[src/rtl/stats_sweeper_avlstrm_pkg.sv]
// Shared stats types and constants used by the sweeper and its stream interface.
package stats_sweeper_avlstrm_pkg;

    localparam int unsigned ADDR_W           = 8;
    localparam int unsigned VAL_W            = 32;
    localparam int unsigned NUM_REG          = 255;
    localparam int unsigned DEFAULT_INTERVAL = 1000;

    localparam logic [ADDR_W-1:0] REG_NOTUSED = 8'hFF;

    typedef struct packed {
        logic [ADDR_W-1:0] addr;
        logic [VAL_W-1:0]  val;
    } stats_t;

endpackage

[src/rtl/avl_stream_if.sv]
// Single-beat Avalon-ST link carrying one stats_t per beat.
interface avl_stream_if;
    import stats_sweeper_avlstrm_pkg::*;

    logic   valid;
    logic   ready;
    logic   sop;
    logic   eop;
    stats_t data;

    modport tx (output valid, output sop, output eop, output data, input ready);
    modport rx (input valid, input sop, input eop, input data, output ready);

endinterface

[src/rtl/stats_interval_timer.sv]
// Reloading down-counter; tick is high for the one cycle the count sits at 1.
module stats_interval_timer #(
    parameter int unsigned INTERVAL_W = 24
) (
    input  logic                  Clk,
    input  logic                  Rst_n,
    input  logic [INTERVAL_W-1:0] interval,
    input  logic                  reload,
    output logic                  tick
);

    logic [INTERVAL_W-1:0] count_q, count_d;

    assign tick = (count_q == INTERVAL_W'(1));

    // A count of 0 also reloads, so the first cycle out of reset picks up interval.
    always_comb begin
        count_d = count_q - INTERVAL_W'(1);
        if (reload || (count_q <= INTERVAL_W'(1))) begin
            count_d = interval;
        end
    end

    always_ff @(posedge Clk or negedge Rst_n) begin
        if (!Rst_n) begin
            count_q <= '0;
        end else begin
            count_q <= count_d;
        end
    end

endmodule

[src/rtl/stats_sweeper_avlstrm.sv]
// Periodic/on-demand stats snapshot packer streaming non-empty entries over Avalon-ST.
// Define STATS_SWEEP_DELTA_EN to send only entries whose value changed since last sent.
module stats_sweeper_avlstrm
    import stats_sweeper_avlstrm_pkg::*;
#(
    parameter int unsigned NUM_STATS  = 4,
    parameter int unsigned INTERVAL_W = 24,
    parameter int unsigned ID         = 0
) (
    input  logic                  Clk,
    input  logic                  Rst_n,
    input  stats_t                stats [NUM_STATS],
    input  logic [INTERVAL_W-1:0] interval,
    input  logic                  flush,
    output logic                  busy,
    output logic [15:0]           sweep_cnt,
    avl_stream_if.tx              stats_out
);

    localparam int unsigned IDX_W = (NUM_STATS > 1) ? $clog2(NUM_STATS) : 1;

    typedef enum logic [1:0] {StIdle, StSnap, StSend} state_e;

    state_e           state_q, state_d;
    logic             pending_q, pending_d;
    logic [IDX_W-1:0] idx_q, idx_d;
    logic [15:0]      cnt_q, cnt_d;
    stats_t           shadow_q [NUM_STATS];

    logic   tick, trigger, start, snap;
    logic   skip, delta_skip, out_valid, hs, last_idx;
    stats_t cur;
    logic   unused_id;

    assign unused_id = ^ID;

    stats_interval_timer #(
        .INTERVAL_W (INTERVAL_W)
    ) u_timer (
        .Clk      (Clk),
        .Rst_n    (Rst_n),
        .interval (interval),
        .reload   (start),
        .tick     (tick)
    );

    assign trigger   = tick | flush;
    assign start     = (state_q == StIdle) && (pending_q || trigger);
    assign cur       = shadow_q[idx_q];
    assign skip      = (cur.addr == REG_NOTUSED) || delta_skip;
    assign out_valid = (state_q == StSend) && !skip;
    assign hs        = out_valid && stats_out.ready;
    assign last_idx  = (idx_q == IDX_W'(NUM_STATS - 1));

    assign busy            = (state_q != StIdle);
    assign sweep_cnt       = cnt_q;
    assign stats_out.valid = out_valid;
    assign stats_out.sop   = out_valid;
    assign stats_out.eop   = out_valid;
    assign stats_out.data  = out_valid ? cur : '0;

    always_comb begin
        state_d   = state_q;
        pending_d = (pending_q | trigger) & ~start;
        idx_d     = idx_q;
        cnt_d     = cnt_q;
        snap      = 1'b0;
        unique case (state_q)
            StIdle: begin
                if (start) state_d = StSnap;
            end
            StSnap: begin
                snap    = 1'b1;
                idx_d   = '0;
                state_d = StSend;
            end
            StSend: begin
                if (skip || hs) begin
                    if (last_idx) begin
                        state_d = StIdle;
                        idx_d   = '0;
                        cnt_d   = cnt_q + 16'd1;
                    end else begin
                        idx_d = idx_q + IDX_W'(1);
                    end
                end
            end
            default: state_d = StIdle;
        endcase
    end

    always_ff @(posedge Clk or negedge Rst_n) begin
        if (!Rst_n) begin
            state_q   <= StIdle;
            pending_q <= 1'b0;
            idx_q     <= '0;
            cnt_q     <= '0;
        end else begin
            state_q   <= state_d;
            pending_q <= pending_d;
            idx_q     <= idx_d;
            cnt_q     <= cnt_d;
        end
    end

    always_ff @(posedge Clk or negedge Rst_n) begin
        if (!Rst_n) begin
            for (int unsigned i = 0; i < NUM_STATS; i++) shadow_q[i] <= '0;
        end else if (snap) begin
            shadow_q <= stats;
        end
    end

`ifdef STATS_SWEEP_DELTA_EN
    logic [VAL_W-1:0]     last_val_q [NUM_STATS];
    logic [NUM_STATS-1:0] sent_q;
    logic                 full_q, flush_pend_q;

    // A flush anywhere before the sweep starts makes that sweep ignore history.
    assign delta_skip = !full_q && sent_q[idx_q] && (cur.val == last_val_q[idx_q]);

    always_ff @(posedge Clk or negedge Rst_n) begin
        if (!Rst_n) begin
            for (int unsigned i = 0; i < NUM_STATS; i++) last_val_q[i] <= '0;
            sent_q       <= '0;
            full_q       <= 1'b0;
            flush_pend_q <= 1'b0;
        end else begin
            if (start) begin
                full_q       <= flush_pend_q | flush;
                flush_pend_q <= 1'b0;
            end else if (flush) begin
                flush_pend_q <= 1'b1;
            end
            if (hs) begin
                last_val_q[idx_q] <= cur.val;
                sent_q[idx_q]     <= 1'b1;
            end
        end
    end
`else
    assign delta_skip = 1'b0;
`endif

endmodule

[src/flat_wrapper.sv]
// flat-port wrapper written by rule: the top's interface ports become plain ports
module stats_sweeper_avlstrm_flat import stats_sweeper_avlstrm_pkg::*;
#(
    parameter int unsigned NUM_STATS  = 4,
    parameter int unsigned INTERVAL_W = 24,
    parameter int unsigned ID         = 0
)
  (Clk, Rst_n, stats, interval, flush, busy, sweep_cnt, stats_out_valid, stats_out_sop, stats_out_eop, stats_out_data, stats_out_ready);
  avl_stream_if stats_out_i ();
  input  logic Clk;
  input  logic Rst_n;
  input  stats_t stats[NUM_STATS];
  input  logic [INTERVAL_W-1:0] interval;
  input  logic flush;
  output logic busy;
  output logic [15:0] sweep_cnt;
  output wire logic [$bits(stats_out_i.valid)-1:0] stats_out_valid;
  output wire logic [$bits(stats_out_i.sop)-1:0] stats_out_sop;
  output wire logic [$bits(stats_out_i.eop)-1:0] stats_out_eop;
  output wire logic [$bits(stats_out_i.data)-1:0] stats_out_data;
  input wire logic [$bits(stats_out_i.ready)-1:0] stats_out_ready;
  assign stats_out_valid = stats_out_i.valid;
  assign stats_out_sop = stats_out_i.sop;
  assign stats_out_eop = stats_out_i.eop;
  assign stats_out_data = stats_out_i.data;
  assign stats_out_i.ready = stats_out_ready;
  stats_sweeper_avlstrm #(.NUM_STATS(NUM_STATS), .INTERVAL_W(INTERVAL_W), .ID(ID)) u_core (.Clk(Clk), .Rst_n(Rst_n), .stats(stats), .interval(interval), .flush(flush), .busy(busy), .sweep_cnt(sweep_cnt), .stats_out(stats_out_i));
endmodule
[config.mk]
export PLATFORM = sky130hd
export DESIGN_NAME = stats_sweeper_avlstrm_flat
export DESIGN_NICKNAME = d
export VERILOG_FILES = /design/src/rtl/stats_sweeper_avlstrm_pkg.sv /design/src/rtl/avl_stream_if.sv /design/src/rtl/stats_interval_timer.sv /design/src/rtl/stats_sweeper_avlstrm.sv /design/src/flat_wrapper.sv
export SDC_FILE = /design/constraint.sdc
export NUM_CORES = 1
export LEC_CHECK = 0
export ABC_AREA = 1
export CAP_MARGIN = 20
export CORE_UTILIZATION = 56
export CTS_BUF_LIST = sky130_fd_sc_hd__clkbuf_4 sky130_fd_sc_hd__clkbuf_8
export DETAILED_ROUTE_END_ITERATION = 16
export PLACE_DENSITY = 0.89
export RECOVER_POWER = 100
export SKIP_LAST_GASP = 1
export SYNTH_ARGS = -nofsm -noshare
export SYNTH_HDL_FRONTEND = slang
export SYNTH_HIERARCHICAL = 1
export SYNTH_SLANG_ARGS = --single-unit
[constraint.sdc]
create_clock -name Clk -period 4.4 [get_ports Clk]
set_clock_uncertainty 0.2 [all_clocks]
set_input_delay 0.44 -clock Clk [delete_from_list [all_inputs] [get_ports Clk]]
set_output_delay 0.44 -clock Clk [all_outputs]
set_load 0.05 [all_outputs]
==> key figures <==
Status
  – Outcome: finished, violations left
  – Violated checks: capacitance limit, slew limit

Detailed routing
  – Initial DRC Count: about 630
  – Number of vias per cell after detailed routing: around 5.6
  – Post-route ant nets: 0
  – Wire length per cell after detailed routing: approximately 18 um
  – Routed via count: between 9000 and 10000
  – Total Wirelength: ~30000 um
  – Number of remaining DRC errors: 0
  – 1st-pass router iterations: 5

Synth
  – Post-synth top area cell: sky130_fd_sc_hd__dfrtp_1
  – Synthesized net count: 1320
  – Yosys warning total: 6
  – Post-synth cell types: 27
  – Synth Cell Area: a little over 10000 um^2
  – Share of synthesized area occupied by flip-flops and latches: 0.501
  – Cell count after synthesis: around 1100
  – Largest cells by area after synthesis: sky130_fd_sc_hd__dfrtp_1 50%, sky130_fd_sc_hd__mux2_2 14%, sky130_fd_sc_hd__nor2_1 7.7%
  – Post-synthesis sequential element count: 205
  – Synth top area share: 0.501
  – Synthesized area divided by synthesized cell count: just over 9 um^2

Worst setup path
  – Data arrival time at the worst-slack endpoint: approximately 3.1 ns
  – Worst Path Buf+Inv: 3
  – CP startpoint kind: flip-flop
  – CP Max Fanout: 41
  – Dominant cell type by count on the critical path: sky130_fd_sc_hd__nand2_1
  – Worst setup path class: reg -> out
  – Startpoint of the worst setup timing path: u_core/idx_q[1]$_DFFE_PN0P_
  – Delay of the slowest critical-path stage: between 0.6 and 0.7 ns
  – Startpoint of the lowest-slack register-to-register path: u_core/state_q[1]$_DFFE_PN0P_
  – Crit path required time: 3.76 ns
  – Critical path capture point type: primary output
  – Top Family by Delay on Critical Path: buffers and inverters
  – Crit-path slowest cell: sky130_fd_sc_hd__inv_2
  – Cell Chain, Critical Path: inv_2 > nand3_1 > nand2_1 > nand2_1 > nor2_1 > nand2_2 > nand2_1 > buf_4 > a21oi_1 > clkbuf_1

Floorplan
  – Floorplan row count: a little under 50
  – Vertical die dimension: 137 um
  – Area enclosed by the die boundary: 18800 um^2
  – Initial core utilization: 0.570
  – Number of I/O pins: about 250
  – Placeable Area: around 18000 um^2
  – Width of the chip: between 100 and 150 um

Timing
  – Peak clock frequency supported by timing: 264 MHz
  – Unrepaired setup endpoints after global routing: false
  – Post-layout min period: between 3 and 4 ns
  – Worst-Margin Slew: about 2.7 ns
  – Number of hold violations in the final report: 0
  – Slew headroom: -0.772
  – Max Transition Viols Final: ~160
  – Setup-violating endpoint count in the final report: 0
  – Setup TNS: 0 ns
  – Final clock period utilization by the worst path: 0.860

Finish
  – Area of the multi-input gates: roughly 4500 um^2
  – Fraction of layout cells with a size suffix above 1: 0.154
  – Inserted Diodes: 0
  – Number of fill cells in the layout: between 1000 and 1500
  – Fraction of the core area covered by cells at the end of the flow: 0.737
  – Commonest non-fill, non-tap cell in the layout: sky130_fd_sc_hd__nor2_1
  – Area of all sequential standard cells: about 5000 um^2
  – Top library cells by usage in the layout, fill and taps aside: 210 x sky130_fd_sc_hd__nor2_1, 206 x sky130_fd_sc_hd__nand2_1, 204 x sky130_fd_sc_hd__dfrtp_1, 186 x sky130_fd_sc_hd__clkdlybuf4s50_1, 126 x sky130_fd_sc_hd__mux2_2
  – Layout net count: roughly 1600
  – Non-filler cells in the finished layout: about 1600
  – Area Overhead vs Synth: 29.3%

Clock network
  – Clock tree from TritonCTS: done
  – Count of clock tree sinks: about 210
  – Clock transition at the registers of the reported paths: about 0.060 ns
  – Post-CTS Setup Repair Bufs: 0
  – Buffer depth of the longest clock path: 3
  – Library cell used as clock root buffer: sky130_fd_sc_hd__clkbuf_8
  – Later-pin clock latency in the skew report: 0.52 ns
  – Htree depth: 2
  – Number of clock buffers inserted by TritonCTS: 36

Global route
  – Global-route wire length before repair: between 40000 and 50000 um
  – Number of global-route vias before repair: between 9000 and 10000
  – Pin count of the biggest net entering global routing: 121
  – All-Layer GR Usage: 0.316
  – Antenna violations before repair: 1
  – GRT overflow: 0

Min path
  – Hold/Removal Path Class: in -> reg
  – Worst hold start: interval[10]

Placement
  – Cell total after placement: around 1600
  – GP Congestion: around 0.90
  – Quantity of I/O buffers inserted on ports: between 200 and 250
  – Post-DP HPWL: approximately 19000 um

Power and ir drop
  – VDD IR max: about 0.00067 V
  – Power density over cell area: 773 nW/um^2
  – Leakage power of the design: slightly below 6 nW

Run
  – Number of maximum-capacitance constraint violations: 2
[routing by layer]
| layer | global-route usage | routed length, um |
|---|---|---|
| met3 | 0.0839 | 2400 |
| met4 | 0.166 | 1420 |
| met2 | 0.540 | 14700 |
| met1 | 0.363 | 11200 |
| met5 | 0 | 0 |
[flip-flops by register name, indices dropped and copies added, names as in the netlist]
signal                  flops
u_core/shadow_q           160
u_core/u_timer/count_q     24
u_core/sweep_cnt           16
u_core/idx_q                2
u_core/state_q              2
u_core/pending_q            1
[logic make-up (layout without fill, tap and decap cells)]
logic type | count (synthesis) | after routing | share of synthesized area
adder cells (fa/ha/maj) | 4 | 4 | 0.00489
XOR/XNOR | 29 | 29 | 0.0248
buffers and inverters | 124 | 382 | 0.0558
AO/OA/AOI/OAI | 140 | 140 | 0.0699
flip-flops | 205 | 205 | 0.501
multiplexers | 128 | 128 | 0.141
AND/OR/NAND/NOR | 498 | 498 | 0.202
[tightest hold or removal path, delay by kind of cell]
family	cells	cell delay [ns]
buf+inv	1	0.39
simple gates	2	0.10
[final cells by class]
cell class | count | share of cell area
Tap cell | 229 | 0.0217
Timing Repair Buffer | 257 | 0.175
Sequential cell | 205 | 0.388
Multi-Input combinational cell | 799 | 0.340
Clock inverter | 6 | 0.00529
Clock buffer | 54 | 0.0524
Inverter | 65 | 0.0184
[worst paths after layout]
| path | end | slack (ns) | depth (start not counted) |
|---|---|---|---|
| worst max-delay path | stats_out_data[5] | 0.62 | 10 |
| worst min-delay path | u_core/u_timer/count_q[10]$_DFF_PN0_ | 0.26 | 3 |
| worst max register to register | u_core/shadow_q[8]$_DFFE_PN0P_ | 0.68 | 4 |
| worst min register to register | u_core/pending_q$_DFF_PN0_ | 0.30 | 2 |
| max in group asynchronous | u_core/shadow_q[114]$_DFFE_PN0P_ | 0.86 | 3 |
| min in group asynchronous | u_core/shadow_q[118]$_DFFE_PN0P_ | 0.42 | 2 |
[power by group]
part	leakage [nW]	internal (W)	switching, W
sequential	2.42	0.00280	0.000538
combinational	3.14	0.00167	0.00337
clock	0.405	0.00107	0.000778
[synth_stat cells]
cell / instances
sky130_fd_sc_hd__nand3_2: 1
sky130_fd_sc_hd__xnor2_1: 20
sky130_fd_sc_hd__o21ai_2: 4
sky130_fd_sc_hd__nand2_2: 5
sky130_fd_sc_hd__nor2_1: 209
sky130_fd_sc_hd__nor2_2: 5
sky130_fd_sc_hd__dfrtp_1: 205
sky130_fd_sc_hd__buf_4: 4
sky130_fd_sc_hd__nand3_4: 2
sky130_fd_sc_hd__nor2_4: 5
sky130_fd_sc_hd__o21ai_1: 9
sky130_fd_sc_hd__nor3_1: 6
sky130_fd_sc_hd__mux2_2: 128
sky130_fd_sc_hd__inv_1: 63
sky130_fd_sc_hd__clkbuf_1: 15
sky130_fd_sc_hd__buf_6: 8
sky130_fd_sc_hd__nand2_1: 204
sky130_fd_sc_hd__xor2_1: 9
sky130_fd_sc_hd__nand3b_1: 2
sky130_fd_sc_hd__o21ai_0: 55
sky130_fd_sc_hd__buf_2: 24
sky130_fd_sc_hd__nand4_1: 14
sky130_fd_sc_hd__inv_2: 2
sky130_fd_sc_hd__a21oi_1: 72
sky130_fd_sc_hd__buf_1: 8
sky130_fd_sc_hd__nand3_1: 45
sky130_fd_sc_hd__ha_1: 4
[metrics by stage]
step | setup slack, ns | total power (W) | instance area [um^2] | hold WS, ns
after global placement | 1.30 | 0.00919 | 13200 | 0.275
after detailed placement | 1.23 | 0.00940 | 13200 | 0.287
final | 0.617 | 0.0102 | 13200 | 0.257
after CTS | 0.634 | 0.0114 | 14000 | 0.233
after global routing | 0.334 | 0.0108 | 13200 | 0.249
after floorplan | 1.75 | 0.00703 | 10200 | -0.0556
[repair_timing]
| action | 4_1_cts | 5_1_grt |
|---|---|---|
| gates resized for setup | 0 | 0 |
| hold endpoints to repair | 119 | 0 |
| hold buffers | 1 | 0 |
Note: power is estimated with default switching activity, not from simulation.
